`src/rtl/bin2bcd_seq_if.sv`:
```
// bin2bcd_seq_if: request/result bundle between a binary producer and the bin2bcd_seq converter.
interface bin2bcd_seq_if #(
   parameter int WIDTH  = 16,
   parameter int DIGITS = 5
);
   logic                  start;
   logic [WIDTH-1:0]      bin;
   logic                  busy;
   logic                  done;
   logic [4*DIGITS-1:0]   bcd;
   modport master (output start, bin, input busy, done, bcd);
   modport slave  (input start, bin, output busy, done, bcd);
endinterface

```
`src/rtl/bin2bcd_seq.sv`:
```
// bin2bcd_seq: sequential double-dabble binary-to-BCD, one bit per clock.
// Define BIN2BCD_BLANK_EN to blank leading zero digits with 4'hF.
module bin2bcd_seq #(
   parameter int WIDTH  = 16,
   parameter int DIGITS = 5
) (
   input  logic          clk,
   input  logic          rst_n,
   bin2bcd_seq_if.slave  bus
);
   localparam int CW = $clog2(WIDTH + 1);
   if ((64'd10 ** DIGITS) <= ((64'd1 << WIDTH) - 64'd1)) begin : g_range_check
      $error("bin2bcd_seq: DIGITS too small for WIDTH");
   end
   typedef enum logic {IDLE, SHIFT} state_t;
   state_t                state, state_nx;
   logic [WIDTH-1:0]      shreg;
   logic [4*DIGITS-1:0]   scratch, adj, scratch_nx, shown;
   logic [CW-1:0]         cnt;
   logic                  last;
   always_ff @(posedge clk or negedge rst_n)
      if (!rst_n) state <= IDLE;
      else        state <= state_nx;
   always_comb begin
      last     = cnt == CW'(1);
      state_nx = state;
      state_nx = (state == IDLE) ? (bus.start ? SHIFT : IDLE) : (last ? IDLE : SHIFT);
   end
   // add-3 on every digit in parallel, then shift the next binary bit in
   always_comb begin
      adj = scratch;
      for (int k = 0; k < DIGITS; k++)
         adj[4*k+:4] = (scratch[4*k+:4] >= 4'd5) ? scratch[4*k+:4] + 4'd3 : scratch[4*k+:4];
      scratch_nx = (adj << 1) | {{(4*DIGITS-1){1'b0}}, shreg[WIDTH-1]};
   end
`ifdef BIN2BCD_BLANK_EN
   logic lead;
   always_comb begin
      shown = scratch_nx;
      lead  = 1'b1;
      for (int k = DIGITS - 1; k > 0; k--) begin
         lead = lead && (scratch_nx[4*k+:4] == 4'd0);
         if (lead) shown[4*k+:4] = 4'hF;
      end
   end
`else
   always_comb shown = scratch_nx;
`endif
   assign bus.busy = state == SHIFT;
   // the last shift lands straight in bcd so partial results never show
   always_ff @(posedge clk or negedge rst_n)
      if (!rst_n) begin
         shreg    <= '0;
         scratch  <= '0;
         cnt      <= '0;
         bus.bcd  <= '0;
         bus.done <= 1'b0;
      end else begin
         bus.done <= 1'b0;
         if (state == IDLE && bus.start) begin
            shreg   <= bus.bin;
            scratch <= '0;
            cnt     <= CW'(WIDTH);
         end else if (state == SHIFT) begin
            shreg   <= shreg << 1;
            scratch <= scratch_nx;
            cnt     <= cnt - CW'(1);
            if (last) begin
               bus.bcd  <= shown;
               bus.done <= 1'b1;
            end
         end
      end
endmodule
```
`src/flat_wrapper.sv`:
```
// flat-port wrapper written by rule: the top's interface ports become plain ports
module bin2bcd_seq_flat 
#(
   parameter int WIDTH  = 16,
   parameter int DIGITS = 5
)
  (clk, rst_n, bus_start, bus_bin, bus_busy, bus_done, bus_bcd);
  bin2bcd_seq_if #(.WIDTH(WIDTH), .DIGITS(DIGITS)) bus_i ();
  input  logic clk;
  input  logic rst_n;
  input wire logic [$bits(bus_i.start)-1:0] bus_start;
  input wire logic [$bits(bus_i.bin)-1:0] bus_bin;
  output wire logic [$bits(bus_i.busy)-1:0] bus_busy;
  output wire logic [$bits(bus_i.done)-1:0] bus_done;
  output wire logic [$bits(bus_i.bcd)-1:0] bus_bcd;
  assign bus_i.start = bus_start;
  assign bus_i.bin = bus_bin;
  assign bus_busy = bus_i.busy;
  assign bus_done = bus_i.done;
  assign bus_bcd = bus_i.bcd;
  bin2bcd_seq #(.WIDTH(WIDTH), .DIGITS(DIGITS)) u_core (.clk(clk), .rst_n(rst_n), .bus(bus_i));
endmodule
```
`config.mk`:
```
export PLATFORM = sky130hd
export DESIGN_NAME = bin2bcd_seq_flat
export DESIGN_NICKNAME = d
export VERILOG_FILES = /design/src/rtl/bin2bcd_seq_if.sv /design/src/rtl/bin2bcd_seq.sv /design/src/flat_wrapper.sv
export SDC_FILE = /design/constraint.sdc
export NUM_CORES = 1
export LEC_CHECK = 0
export ABC_AREA = 1
export CORE_ASPECT_RATIO = 1.25
export CORE_UTILIZATION = 40
export DETAILED_ROUTE_END_ITERATION = 16
export PLACE_DENSITY = 0.68
export REMOVE_ABC_BUFFERS = 1
export SETUP_SLACK_MARGIN = 0.4
export SLEW_MARGIN = 20
export SYNTH_ARGS = -nofsm -noshare
export SYNTH_HDL_FRONTEND = slang
export SYNTH_SLANG_ARGS = --single-unit
```
`constraint.sdc`:
```
create_clock -name clk -period 3.9 [get_ports clk]
set_input_delay 0.78 -clock clk [delete_from_list [all_inputs] [get_ports clk]]
set_output_delay 0.78 -clock clk [all_outputs]
set_load 0.005 [all_outputs]
```
==> impl_results.md <==
* Worst-margin pin slew at 0.6390 ns
* Most utilized layer in the global route result: met2
* Final antenna-violating net count at 0
* GR met2 Demand/Resource at 27.55%
* Grt met3 use at 4.312%
* Number of cells after detailed placement at 484
* Max_slew headroom at 57.40%
* Clk buf depth at 2
* Clock slew at the register clock pins of the worst setup and hold paths at 0.06 ns
* Number of cells produced by synthesis at 359
* Number of clock buffers inserted by TritonCTS at 9
* GP Congestion at 0.7607
* CTS tree: yes
* Reg2Reg Launch Point: u_core.bus.busy
* Pins Over Slew Limit at 0
* Post-synthesis instance area at 3043 µm²
* Critical-path maximum fanout at 2
* Die Ht at 99.52 µm
* Hpwl dp at 4112 µm
* Number of storage elements in the synthesis netlist at 63
* Critical path class: flop to primary output
* Number of antenna cells inserted at 0
* Global-route total usage across every layer at 17.53%
* Top achievable clock speed at 498.6 MHz
* First-pass GRT wire length at 10590 µm
* Worst path arrival time at 1.23 ns
* Per-cell via count in the routed design at 5.008
* Number of antenna violations at the first check in global routing at 0
* Part of the Yosys area used for sequential elements at 51.81%
* Met1 routing resource usage after global routing at 21.84%
* First-pass iteration count of the detailed router at 4
* Number of max-cap violations at 0
* Register-to-register setup slack at 2.21 ns
* RSZ-0062 raised after global routing: no
* Clock latency on the worst-skew pair at 0.34 ns
* Required time reported for the critical path endpoint at 3.12 ns
* Most used cells in the layout excluding fill and tap cells: 130 x nand2_1, 63 x dfrtp_1, 42 x inv_1
* Outcome: complete, no violations
* Routed via count at 2504
* Nets at 434
* CP Launch Type: flop
* Number of sinks handled by clock tree synthesis at 63
* Tcrit/Tclk final at 51.43%
* Total negative slack for setup checks at 0 ns
* Via count of the first global-routing pass at 2398
* Count of hold-fix buffers inserted at cts at 0
* Critical-path top delay cell: clkdlybuf4s50_1
* Min Clock Period, post-route at 2.006 ns
* Worst reg-to-reg path cell count at 6
* Number of setup violations in the final report at 0
* Number of design-rule violations left by the first detailed-router iteration at 134
* Area delta synth->final at 21.63%
* DRC viols at 0
* Power per Cell Area at 838.4 nW/µm²
* Average wire per cell in the routed design at 12.36 µm
* Leak Pwr at 1.823 nW
* Pwr Total at 3.103 mW
* PortBufs at 40
* Die area at 7962 µm²
* FP Rows at 35
* Filler-free cell count of the finished design at 500
* Clock tree root buffer cell: clkbuf_8
* Final Skew at 0.004500 ns
* Kind of cell adding the most delay to the critical path: buffers and inverters
* Clock H-tree levels at 3
* Number of cells upsized or downsized after cts at 0
* Final count of hold timing violations at 0
* Maximum number of pins on one net before global-route repair at 36
* Fraction of final layout cells sized beyond drive strength 1 at 6.618%
* Highest ir drop seen on vdd at 364.9 µV
* Maximum single-stage delay on the critical path at 0.51 ns
* Synth warn at 0
* Most common cell after layout, fill and taps aside: nand2_1
* Width of the die at 80.01 µm
* Standard cell core area at 7357 µm²
* Count of distinct cell types in the synthesized netlist at 22
* Initial Utilization at 41.36%
* Min-delay worst type: input pin to async pin
* Total overflow reported by the global router at 0
* Worst r2r dst: u_core.bus.bcd[3]
* Endpoint type of the worst setup path: primary output
* Total I/O pin count at 41
* Post-Route WL at 6182 µm
* Post-CTS Setup Repair Bufs at 0
* Count of buffer and inverter cells on the critical path at 1
* Synth Area per Inst at 8.476 µm²
* Worst path cell trace: clkdlybuf4s50_1
cells by family (layout without fill, tap and decap cells):
family / after synthesis / in the layout / synth area share, %
adder cells (fa/ha/maj): 12 / 12 / 4.934
AO/OA/AOI/OAI: 42 / 42 / 9.457
AND/OR/NAND/NOR: 187 / 187 / 25.90
buffers and inverters: 55 / 104 / 7.894
flip-flops: 63 / 63 / 51.81
worst max path at each step:
| stage | from | end | slack (ns) | cells after the start |
|---|---|---|---|---|
| after floorplan | u_core.bus.busy | u_core.shreg[2] | 1.87 | 5 |
| after global placement | bus_start | u_core.cnt[3] | 1.71 | 6 |
| after detailed placement | bus_start | u_core.cnt[3] | 1.68 | 6 |
| after CTS | u_core.bus.busy | bus_busy | 1.87 | 1 |
| after global routing | u_core.bus.busy | bus_busy | 1.85 | 1 |
| final | u_core.bus.bcd[0] | bus_bcd[0] | 1.89 | 1 |
area by class of cell:
cell class              instances  area, µm²
repair buffers                 44      425.4
multi-input cells             241       1226
clock inverters                 4      45.04
clock buffers                  12      145.1
fillers                       714       3656
inverters                      44      167.7
well taps                      92      115.1
flip-flops and latches         63       1577
cell usage after synthesis:
library cell,number,area [µm²]
nand2_1,130,488.0
o221ai_1,11,96.34
inv_4,1,6.260
o22ai_1,5,31.28
nor2_2,1,6.260
nor2_1,9,33.78
dfrtp_1,63,1577
inv_1,42,157.7
clkbuf_1,1,3.750
nand4_1,8,50.05
nand3_1,38,190.2
o21ai_0,15,75.07
inv_2,1,3.750
o21ai_2,4,35.03
o211ai_1,4,30.03
buf_2,7,35.03
nor2_8,1,20.02
ha_1,12,150.1
a21oi_1,1,5.000
o21bai_1,1,7.510
a21boi_0,1,7.510
buf_6,3,33.78
metal layers:
layer  vias to the layer above  share of wire, %  wire length [µm]
met5                         -                 0                 0
met4                         0               2.7               169
met3                        12               3.2               195
met2                        52                48              2957
met1                      1180                46              2860
li1                       1260                 -                 -
per-stage QoR:
| stage | utilization [%] | setup slack, ns | hold WS [ns] | instance area (µm²) |
|---|---|---|---|---|
| floorplan | - | 1.866 | 0.4491 | 2970 |
| global placement | 47.72 | 1.715 | 0.4555 | 3511 |
| detailed placement | 47.72 | 1.684 | 0.4649 | 3511 |
| CTS | 50.31 | 1.868 | 0.4735 | 3701 |
| global route | 50.31 | 1.846 | 0.4917 | 3701 |
| finish | 50.31 | 1.894 | 0.4558 | 3701 |
registers in the layout (all words and copies together) (netlist names):
name and flops:
u_core.bus.bcd 20, u_core.shreg 16, u_core.cnt 5, u_core.scratch 20
u_core.bus.done 1, u_core.bus.busy 1
report_power, final:
group          switching, mW  internal, mW
logic                  0.813         0.599
registers              0.182         0.959
clock network          0.240         0.310
Note: power is estimated with default switching activity, not from simulation.
